[config.mk]
export PLATFORM = sky130hd
export DESIGN_NAME = cmp_tally_flat
export DESIGN_NICKNAME = d
export VERILOG_FILES = /design/src/rtl/cmp_tally_if.sv /design/src/rtl/cmp_tally.sv /design/src/flat_wrapper.sv
export SDC_FILE = /design/constraint.sdc
export NUM_CORES = 1
export LEC_CHECK = 0
export ABC_CLOCK_PERIOD_IN_PS = 4300
export CORE_AREA = 5 5 65 67
export CTS_CLUSTER_SIZE = 25
export DETAILED_ROUTE_END_ITERATION = 16
export DIE_AREA = 0 0 70 72
export PLACE_DENSITY = 0.83
export SLEW_MARGIN = 20
export SYNTH_ARGS = -nofsm -noshare
export SYNTH_HDL_FRONTEND = slang
export SYNTH_SLANG_ARGS = --single-unit
[constraint.sdc]
create_clock -name clk -period 4.3 [get_ports clk]
set_input_delay 0.86 -clock clk [delete_from_list [all_inputs] [get_ports clk]]
set_output_delay 0.86 -clock clk [all_outputs]
set_load 0.01 [all_outputs]
[src/rtl/cmp_tally_if.sv]
// cmp_tally_if: handshake bus between the comparator-side producer, the
// cmp_tally result stage and its downstream consumer.
//   slave  - the cmp_tally view (accepts F1/F2/F3, issues out_code)
//   master - the producer/consumer view (testbench or surrounding logic)
interface cmp_tally_if;
    logic       in_valid;
    logic       in_ready;
    logic       F1;
    logic       F2;
    logic       F3;
    logic       out_valid;
    logic       out_ready;
    logic [1:0] out_code;

    modport slave (
        input  in_valid, F1, F2, F3, out_ready,
        output in_ready, out_valid, out_code
    );

    modport master (
        output in_valid, F1, F2, F3, out_ready,
        input  in_ready, out_valid, out_code
    );
endinterface

[src/rtl/cmp_tally.sv]
// cmp_tally: registered result stage behind the 2-bit comparator c_dig.
// Accepts F1/F2/F3 under valid/ready, re-issues an encoded code
// (01 GT, 10 EQ, 11 LT, 00 ERR), keeps saturating per-outcome tallies and
// flags runs of RUN_LEN identical outcomes.
// Optional feature macro: CMP_TALLY_ERR_CHK_EN (non-one-hot inputs become
// ERR results with their own tally and a sticky ERR state). Without it,
// decode is priority F1 > F2 > F3 and an all-zero input is silently dropped.
module cmp_tally #(
    parameter int CNT_W   = 8,
    parameter int RUN_LEN = 4   // legal 2..15
) (
    input  logic             clk,
    input  logic             rst_n,
    input  logic             clear,
    cmp_tally_if.slave       bus,
    output logic [CNT_W-1:0] gt_cnt,
    output logic [CNT_W-1:0] eq_cnt,
    output logic [CNT_W-1:0] lt_cnt,
    output logic [CNT_W-1:0] err_cnt,
    output logic             run_flag,
    output logic [1:0]       state
);
    localparam logic [1:0] C_ERR = 2'b00;
    localparam logic [1:0] C_GT  = 2'b01;
    localparam logic [1:0] C_EQ  = 2'b10;
    localparam logic [1:0] C_LT  = 2'b11;
    localparam logic [3:0] RUN_MAX = 4'(RUN_LEN);

    typedef enum logic [1:0] {S_IDLE = 2'b00, S_TRACK = 2'b01,
                              S_STREAK = 2'b10, S_ERR = 2'b11} st_t;

    st_t        st, st_nxt;
    logic [1:0] code, last_code;
    logic [3:0] run_cnt, run_nxt;
    logic       acc, take, drop, is_err, same, flag_nxt;
    logic       out_valid_q;
    logic [1:0] out_code_q;

    // single output register: ready passes through when the consumer drains it
    assign bus.in_ready  = !out_valid_q || bus.out_ready;
    assign bus.out_valid = out_valid_q;
    assign bus.out_code  = out_code_q;
    assign acc           = bus.in_valid && bus.in_ready;
    assign take          = acc && !drop;
    assign state         = st;

    // decode comparator flags into a result code
    always_comb begin
        code   = C_ERR;
        drop   = 1'b0;
        is_err = 1'b0;
`ifdef CMP_TALLY_ERR_CHK_EN
        unique case ({bus.F1, bus.F2, bus.F3})
            3'b100:  code = C_GT;
            3'b010:  code = C_EQ;
            3'b001:  code = C_LT;
            default: begin
                code   = C_ERR;
                is_err = 1'b1;
            end
        endcase
`else
        if (bus.F1)      code = C_GT;
        else if (bus.F2) code = C_EQ;
        else if (bus.F3) code = C_LT;
        else             drop = 1'b1;
`endif
    end

    // run length tracking and completion detection
    always_comb begin
        same     = (code == last_code);
        run_nxt  = run_cnt;
        flag_nxt = 1'b0;
        if (is_err)
            run_nxt = 4'd0;
        else if (same)
            run_nxt = (run_cnt >= RUN_MAX) ? RUN_MAX : run_cnt + 4'd1;
        else
            run_nxt = 4'd1;
        flag_nxt = take && !is_err && same && (run_cnt == RUN_MAX - 4'd1);
    end

    // FSM next state, evaluated only on an accepted (non-dropped) result
    always_comb begin
        st_nxt = st;
        if (take) begin
            if (is_err) begin
                st_nxt = S_ERR;
            end else begin
                unique case (st)
                    S_IDLE:   st_nxt = S_TRACK;
                    S_TRACK:  if (run_nxt == RUN_MAX) st_nxt = S_STREAK;
                    S_STREAK: if (!same) st_nxt = S_TRACK;
                    S_ERR:    st_nxt = S_ERR;
                endcase
            end
        end
    end

    // FSM state register; clear acts exactly like reset
    always_ff @(posedge clk) begin
        if (!rst_n || clear) st <= S_IDLE;
        else                 st <= st_nxt;
    end

    // output register, run tracker and GT/EQ/LT tallies
    always_ff @(posedge clk) begin
        if (!rst_n || clear) begin
            out_valid_q <= 1'b0;
            out_code_q  <= C_ERR;
            last_code   <= C_ERR;
            run_cnt     <= 4'd0;
            run_flag    <= 1'b0;
            gt_cnt      <= '0;
            eq_cnt      <= '0;
            lt_cnt      <= '0;
        end else begin
            run_flag <= flag_nxt;
            if (acc) begin
                // a dropped input still drains the register but issues nothing
                out_valid_q <= !drop;
                if (!drop) out_code_q <= code;
            end else if (bus.out_ready) begin
                out_valid_q <= 1'b0;
            end
            if (take) begin
                last_code <= code;
                run_cnt   <= run_nxt;
                unique case (code)
                    C_GT:    if (gt_cnt != '1) gt_cnt <= gt_cnt + 1'b1;
                    C_EQ:    if (eq_cnt != '1) eq_cnt <= eq_cnt + 1'b1;
                    C_LT:    if (lt_cnt != '1) lt_cnt <= lt_cnt + 1'b1;
                    default: ;
                endcase
            end
        end
    end

`ifdef CMP_TALLY_ERR_CHK_EN
    // saturating tally of non-one-hot inputs
    always_ff @(posedge clk) begin
        if (!rst_n || clear)
            err_cnt <= '0;
        else if (take && is_err && err_cnt != '1)
            err_cnt <= err_cnt + 1'b1;
    end
`else
    assign err_cnt = '0;
`endif
endmodule

[src/flat_wrapper.sv]
// flat-port wrapper written by rule: the top's interface ports become plain ports
module cmp_tally_flat 
#(
    parameter int CNT_W   = 8,
    parameter int RUN_LEN = 4                 
)
  (clk, rst_n, clear, gt_cnt, eq_cnt, lt_cnt, err_cnt, run_flag, state, bus_in_valid, bus_F1, bus_F2, bus_F3, bus_out_ready, bus_in_ready, bus_out_valid, bus_out_code);
  cmp_tally_if bus_i ();
  input  logic clk;
  input  logic rst_n;
  input  logic clear;
  output logic [CNT_W-1:0] gt_cnt;
  output logic [CNT_W-1:0] eq_cnt;
  output logic [CNT_W-1:0] lt_cnt;
  output logic [CNT_W-1:0] err_cnt;
  output logic run_flag;
  output logic [1:0] state;
  input wire logic [$bits(bus_i.in_valid)-1:0] bus_in_valid;
  input wire logic [$bits(bus_i.F1)-1:0] bus_F1;
  input wire logic [$bits(bus_i.F2)-1:0] bus_F2;
  input wire logic [$bits(bus_i.F3)-1:0] bus_F3;
  input wire logic [$bits(bus_i.out_ready)-1:0] bus_out_ready;
  output wire logic [$bits(bus_i.in_ready)-1:0] bus_in_ready;
  output wire logic [$bits(bus_i.out_valid)-1:0] bus_out_valid;
  output wire logic [$bits(bus_i.out_code)-1:0] bus_out_code;
  assign bus_i.in_valid = bus_in_valid;
  assign bus_i.F1 = bus_F1;
  assign bus_i.F2 = bus_F2;
  assign bus_i.F3 = bus_F3;
  assign bus_i.out_ready = bus_out_ready;
  assign bus_in_ready = bus_i.in_ready;
  assign bus_out_valid = bus_i.out_valid;
  assign bus_out_code = bus_i.out_code;
  cmp_tally #(.CNT_W(CNT_W), .RUN_LEN(RUN_LEN)) u_core (.clk(clk), .rst_n(rst_n), .clear(clear), .bus(bus_i), .gt_cnt(gt_cnt), .eq_cnt(eq_cnt), .lt_cnt(lt_cnt), .err_cnt(err_cnt), .run_flag(run_flag), .state(state));
endmodule
==> results of run 1 <==
-- metrics by stage --
step / hold WS [ns] / util, % / area (sq um) / power, uW / setup slack [ns]
global route: 0.534 / 61.7 / 2210 / 556 / 0.750
finish: 0.494 / 61.7 / 2210 / 533 / 0.862
global placement: 0.478 / 60.1 / 2150 / 377 / 0.954
CTS: 0.496 / 61.3 / 2190 / 536 / 0.876
detailed placement: 0.484 / 60.1 / 2150 / 377 / 0.911
floorplan: 0.484 / - / 1830 / 367 / 1.96
-- path summary, 6_finish.rpt --
kind                                   end  slack [ns]  depth (start not counted)
max                           bus_in_ready        0.86                          4
min          u_core.eq_cnt[5]$_SDFFE_PP0P_        0.49                          2
max reg2reg  u_core.gt_cnt[3]$_SDFFE_PP0P_        2.34                          5
min reg2reg  u_core.eq_cnt[5]$_SDFFE_PP0P_        0.49                          2
-- cell type report --
class / instances / area, sq um
inverters: 12 / 45.0
multi-input cells: 158 / 983
fillers: 343 / 1370
well taps: 48 / 60.1
flip-flops and latches: 34 / 681
clock buffers: 7 / 45.0
repair buffers: 39 / 395
-- cell usage after synthesis (2+ instances only) --
cell | n | area, sq um
inv_1 | 9 | 33.8
nand4_1 | 4 | 25.0
or4_1 | 8 | 60.1
ha_1 | 4 | 50.1
o21ai_0 | 13 | 65.1
or3_2 | 2 | 15.0
buf_6 | 4 | 45.0
and3_1 | 4 | 25.0
and4_1 | 3 | 26.3
dfxtp_1 | 34 | 681
a311oi_1 | 2 | 17.5
nor2_1 | 12 | 45.0
o311ai_0 | 3 | 26.3
o31ai_1 | 7 | 52.6
clkbuf_1 | 5 | 18.8
nor3_1 | 7 | 35.0
buf_4 | 8 | 60.1
nor4_1 | 3 | 18.8
nand2_1 | 11 | 41.3
nor3b_1 | 3 | 22.5
nand3_1 | 11 | 55.1
or3_1 | 5 | 31.3
a31oi_1 | 4 | 25.0
a21oi_1 | 18 | 90.1
inv_2 | 2 | 7.51
nor2b_1 | 3 | 18.8
o41ai_1 | 5 | 43.8
a41o_1 | 2 | 20.0
-- flip-flops by register name (all words and copies together) (netlist names) --
register              cells
u_core.run_cnt            4
u_core.eq_cnt             8
u_core.state              2
u_core.bus.out_code       2
u_core.lt_cnt             8
u_core.gt_cnt             8
u_core.run_flag           1
u_core.bus.out_valid      1
-- layer usage --
| metal | vias to the layer above | routed length (um) | global-route usage (%) |
|---|---|---|---|
| li1 | 873 | - | - |
| met1 | 768 | 1860 | 22.0 |
| met2 | 52 | 1820 | 25.3 |
| met3 | 8 | 258 | 4.99 |
| met4 | 0 | 77 | 5.96 |
| met5 | - | 0 | 0 |
-- power groups by stage --
stage | clock network [uW] | logic (uW) | registers (uW)
3_3_place_gp | 0 | 48.5 | 328
5_1_grt | 178 | 56.9 | 322
2_1_floorplan | 0 | 37.9 | 329
3_5_place_dp | 0 | 48.8 | 328
6_report | 161 | 50.7 | 321
4_1_cts | 166 | 49.0 | 321
-- tightest hold or removal path, stage by stage (launching register included) --
cell and delay (ns):
dfxtp_1 0.34, o41ai_1 0.06, a21oi_1 0.05
-- cell families (layout without fill, tap and decap cells) --
group,after synthesis,in the layout
buffers and inverters,29,58
AO/OA/AOI/OAI,62,62
AND/OR/NAND/NOR,83,83
flip-flops,34,34
other,1,8
adder cells (fa/ha/maj),4,4
XOR/XNOR,1,1
==> results.py, run 1 <==
metrics = {
    "status": {
        "status": "complete, no violations",
    },
    "critical_path": {
        "crit_fanout": 8,
        "cp_cell_sequence": "clkdlybuf4s50_1 -> nor2b_1 -> clkinv_1 -> clkdlybuf4s50_1",
        "r2r_start": "u_core.bus.out_valid$_SDFFE_PP0P_",
        "crit_start": "bus_out_ready",
        "critical_path_class": "in -> out",
        "endpoint_kind": "output pin",
        "slowest_stage": "clkdlybuf4s50_1",
        "cpPeakStageDelay_ns": 0.57,
        "crit_arrival_ns": 2.58,
        "path_buf_inv": 3,
        "crit_family": "buffers and inverters",
        "critPathMostFrequentCell": "clkdlybuf4s50_1",
        "required_ns": 3.44,
        "cp-start-kind": "input port",
    },
    "global_routing": {
        "grt_start_max_net_pins": 29,
        "grt_pass1_vias": 1498,
        "grt-ovfl-total": 0,
        "grt_pass1_wl_um": 6790,
        "grtUsageTotal_pct": 16.5,
        "antenna_found_initial": 0,
    },
    "power_and_ir_drop": {
        "comb_power_share_pct": 9.5,
        "p_int_uw": 400,
        "seq_power_share_pct": 60.3,
        "p_per_area_mw_per_mm2": 241,
        "switchingPower_uw": 133,
        "vdd_drop_max_v": 0.000127,
        "leakagePower_uw": 0.000729,
        "clkPwrFrac_pct": 30.2,
        "swShare_pct": 24.9,
    },
    "finish": {
        "final_cell_mix": "38 x clkdlybuf4s50_1, 34 x dfxtp_1, 18 x a21oi_1, 13 x o21ai_0, 12 x nor2_1",
        "drive_gt1_share_pct": 6.00,
        "antenna_cells": 0,
        "instances_no_fill": 298,
        "syn2layout_area_growth_pct": 22.3,
        "nets": 262,
        "final_common_cell": "clkdlybuf4s50_1",
    },
    "timing": {
        "maxSlewViolCount": 0,
        "hold_viol": 0,
        "rsz0062_at_grt": "no",
        "min_period_ns": 3.44,
        "finalCritPeriodShare_pct": 80.0,
        "setup_tns_ns": 0,
        "max-slew-margin-rel_pct": 49.4,
        "setup_violations": 0,
        "finClkSkew_ns": 0.00480,
        "worstMarginPinSlew_ns": 0.758,
        "timing.fmax_mhz": 291,
    },
    "floorplan": {
        "dieHeight_um": 72,
        "start_util_pct": 50.5,
        "dieArea_sq_mm": 0.00504,
        "core_sq_mm": 0.00358,
        "num_rows": 22,
        "io_pins": 47,
        "die_w_um": 70,
    },
    "synth": {
        "synth_compound_area_share_pct": 22.8,
        "async_flop_share_pct": 0,
        "seq_area_frac_synth_pct": 37.7,
        "yosys_warnings": 0,
        "muxShareOfSynthArea_pct": 0,
        "yosysUniqueCellTypes": 46,
        "postSynthAreaPerCell_sq_um": 8.44,
        "synth_top_family_by_area": "simple AND/OR/NAND/NOR gates",
        "synth_simple_gate_area_share_pct": 26.7,
        "synth_fa_ha_area_share_pct": 2.77,
        "syn_area_sq_mm": 0.00181,
        "synthXorXnorAreaFrac_pct": 0.485,
        "synthFlopType": "dfxtp_1",
        "syn-instance-count": 214,
        "synth-seq-cells": 34,
        "synth_edf_count": 0,
    },
    "clocking": {
        "postCtsSetupBuffers": 0,
        "cts.root.buffer_cell": "clkbuf_4",
        "clk_latency_ns": 0.33,
        "clockBufferDepth": 2,
        "clk_pin_slew_ns": 0.09,
        "cts_tree": "done",
        "h-tree-depth": 2,
        "cts.sinks": 34,
        "holdBufCountCts": 0,
        "cts-buffers-inserted": 5,
        "cts_resized": 0,
    },
    "detailed_routing": {
        "wire_per_inst_um": 13.5,
        "drc": 0,
        "drt_iter0_markers": 86,
        "num_vias": 1701,
        "wirelength_um": 4020,
        "ant_nets": 0,
        "routed_via_density": 5.71,
        "firstDrtPassIters": 4,
    },
    "placement": {
        "hpwl_um": 2900,
        "routabilityCongestion": 0.804,
        "dp_cells": 290,
        "io_buffers": 38,
    },
    "min_path": {
        "hp-class": "reg -> reg",
        "hold_path_startpoint": "u_core.eq_cnt[5]$_SDFFE_PP0P_",
    },
    "run": {
        "drv_cap": 0,
    },
}
Power figures use the tool's default switching activity.
==> run 2: changes to the inputs <==
--- a/config.mk
+++ b/config.mk
@@ -5,12 +5,12 @@
 export SDC_FILE = /design/constraint.sdc
 export NUM_CORES = 1
 export LEC_CHECK = 0
-export ABC_CLOCK_PERIOD_IN_PS = 4300
-export CORE_AREA = 5 5 65 67
+export ABC_CLOCK_PERIOD_IN_PS = 3090
+export CORE_AREA = 5 5 71 73
 export CTS_CLUSTER_SIZE = 25
 export DETAILED_ROUTE_END_ITERATION = 16
-export DIE_AREA = 0 0 70 72
-export PLACE_DENSITY = 0.83
+export DIE_AREA = 0 0 76 78
+export PLACE_DENSITY = 0.73
 export SLEW_MARGIN = 20
 export SYNTH_ARGS = -nofsm -noshare
 export SYNTH_HDL_FRONTEND = slang
==> constraint.sdc (replaced) <==
create_clock -name clk -period 3.09 [get_ports clk]
set_input_delay 0.618 -clock clk [delete_from_list [all_inputs] [get_ports clk]]
set_output_delay 0.618 -clock clk [all_outputs]
set_load 0.01 [all_outputs]
==> run 2 against run 1 <==
Compared with the run above: combinational power grew 43%; critical path depth unchanged; core utilization decreased by 8.7 points; register-to-register slack worse by 1.2 ns; total power is 61% higher; sequential power rose by 39%; via count increased by 2.2%; first-iteration DRC count grew 56%; final cell count increased by 2.7%; sequential share of layout area decreased by 0.90 points; hold slack improved by 0.0019 ns.
==> results.py, run 2 (synthesis gave the netlist of run 1 again) <==
metrics = {
    "status": {
        "status": "complete, no violations",
    },
    "placement": {
        "hpwl_um": 2960,
        "routabilityCongestion": 0.810,
        "io_buffers": 38,
    },
    "critical_path": {
        "critPathMostFrequentCell": "clkdlybuf4s50_1",
        "crit_family": "buffers and inverters",
        "critical_path_class": "in -> out",
        "slowest_stage": "clkdlybuf4s50_1",
        "path_buf_inv": 3,
        "endpoint_kind": "output pin",
        "crit_fanout": 8,
        "required_ns": 2.47,
        "cp-start-kind": "input port",
        "cpPeakStageDelay_ns": 0.54,
        "cp_cell_sequence": "clkdlybuf4s50_1 -> nor2b_1 -> clkinv_1 -> clkdlybuf4s50_1",
        "crit_arrival_ns": 2.01,
    },
    "global_routing": {
        "grtUsageTotal_pct": 14.5,
        "grt_pass1_wl_um": 7270,
        "grt_pass1_vias": 1597,
        "grt_start_max_net_pins": 21,
        "grt-ovfl-total": 0,
        "antenna_found_initial": 0,
    },
    "detailed_routing": {
        "wire_per_inst_um": 13.5,
        "firstDrtPassIters": 4,
        "wirelength_um": 4120,
        "drt_iter0_markers": 134,
        "drc": 0,
        "ant_nets": 0,
        "num_vias": 1739,
        "routed_via_density": 5.68,
    },
    "finish": {
        "regArea_sq_um": 681,
        "final_cell_mix": "38 x clkdlybuf4s50_1, 34 x dfxtp_1, 18 x a21oi_1, 13 x o21ai_0, 12 x nor2_1",
        "top_regs": "u_core.eq_cnt (8), u_core.gt_cnt (8), u_core.lt_cnt (8)",
        "syn2layout_area_growth_pct": 26.0,
        "antenna_cells": 0,
        "final_common_cell": "clkdlybuf4s50_1",
        "drive_gt1_share_pct": 7.87,
        "nets": 265,
        "fillers": 415,
        "postLayoutCoreUtil_pct": 53.0,
        "multi_input_area_sq_um": 983,
    },
    "clocking": {
        "clk_pin_slew_ns": 0.06,
        "holdBufCountCts": 0,
        "cts-buffers-inserted": 5,
        "cts.root.buffer_cell": "clkbuf_8",
        "clockBufferDepth": 2,
        "clk_latency_ns": 0.29,
        "cts_tree": "done",
        "postCtsSetupBuffers": 0,
        "cts.sinks": 34,
        "h-tree-depth": 2,
        "cts_resized": 0,
    },
    "timing": {
        "hold_viol": 0,
        "timing.fmax_mhz": 381,
        "min_period_ns": 2.63,
        "finalCritPeriodShare_pct": 85.0,
        "worstMarginPinSlew_ns": 0.839,
        "finClkSkew_ns": 0.00710,
        "maxSlewViolCount": 0,
        "setup_tns_ns": 0,
        "rsz0062_at_grt": "no",
        "setup_violations": 0,
        "max-slew-margin-rel_pct": 44.1,
    },
    "power_and_ir_drop": {
        "p_per_area_mw_per_mm2": 377,
        "leakagePower_uw": 0.000764,
        "vdd_drop_max_v": 0.000188,
    },
    "floorplan": {
        "core_sq_mm": 0.00429,
        "dieArea_sq_mm": 0.00593,
        "start_util_pct": 42.1,
        "io_pins": 47,
        "num_rows": 24,
        "die_w_um": 76,
        "dieHeight_um": 78,
    },
    "run": {
        "drv_cap": 0,
    },
    "min_path": {
        "hp-class": "reg -> reg",
    },
}
-- run 2: changes by cell type in the layout (fill, tap and decap cells not counted) --
| cell | delta |
|---|---|
| buf_4 | +4 |
| buf_8 | -1 |
| clkbuf_1 | -1 |
| clkbuf_4 | -5 |
| clkbuf_8 | +6 |
| clkinv_2 | +1 |
-- run 2: final cells by class --
cell class              count  share of cell area, %
clock buffers               7                   3.79
repair buffers             42                   18.0
well taps                  52                   2.86
flip-flops and latches     34                   29.9
clock inverters             1                  0.220
multi-input cells         158                   43.2
inverters                  12                   1.98
-- run 2: stage by stage --
| step | instances | instance area, sq um | hold WS, ns | setup slack, ns | total power, uW |
|---|---|---|---|---|---|
| floorplan | 221 | 1830 | 0.484 | 0.987 | 510 |
| global placement | 298 | 2180 | 0.480 | 0.472 | 528 |
| detailed placement | 298 | 2180 | 0.493 | 0.463 | 529 |
| CTS | 306 | 2280 | 0.503 | 0.462 | 867 |
| global route | 306 | 2280 | 0.539 | 0.389 | 891 |
| finish | 306 | 2280 | 0.496 | 0.465 | 858 |
-- run 2: worst paths after layout --
kind | cells past startpoint | slack, ns | end | start
hold / removal | 2 | 0.50 | u_core.gt_cnt[1]$_SDFFE_PP0P_ | u_core.gt_cnt[1]$_SDFFE_PP0P_
setup reg to reg | 5 | 1.19 | u_core.gt_cnt[7]$_SDFFE_PP0P_ | u_core.gt_cnt[0]$_SDFFE_PP0P_
hold reg to reg | 2 | 0.50 | u_core.gt_cnt[1]$_SDFFE_PP0P_ | u_core.gt_cnt[1]$_SDFFE_PP0P_
setup / recovery | 4 | 0.46 | bus_in_ready | bus_out_ready
-- run 2: where the power goes --
part           internal [uW]  total [uW]  switching [uW]
logic                   29.9        72.6            42.7
clock network            180         338             158
registers                442         447            4.94
-- run 2: routing by layer --
layer | share of wire (%) | global-route usage [%]
met2 | 46 | 23.3
met3 | 5.4 | 4.51
met4 | 0.83 | 4.27
met1 | 48 | 18.6
met5 | 0 | 0
-- run 2: worst register-to-register path, stage by stage (launching register included) --
cell       delay (ns)
dfxtp_1          0.35
ha_1             0.25
nand3_1          0.12
o2111ai_1        0.37
or4_1            0.61
a21oi_1          0.16
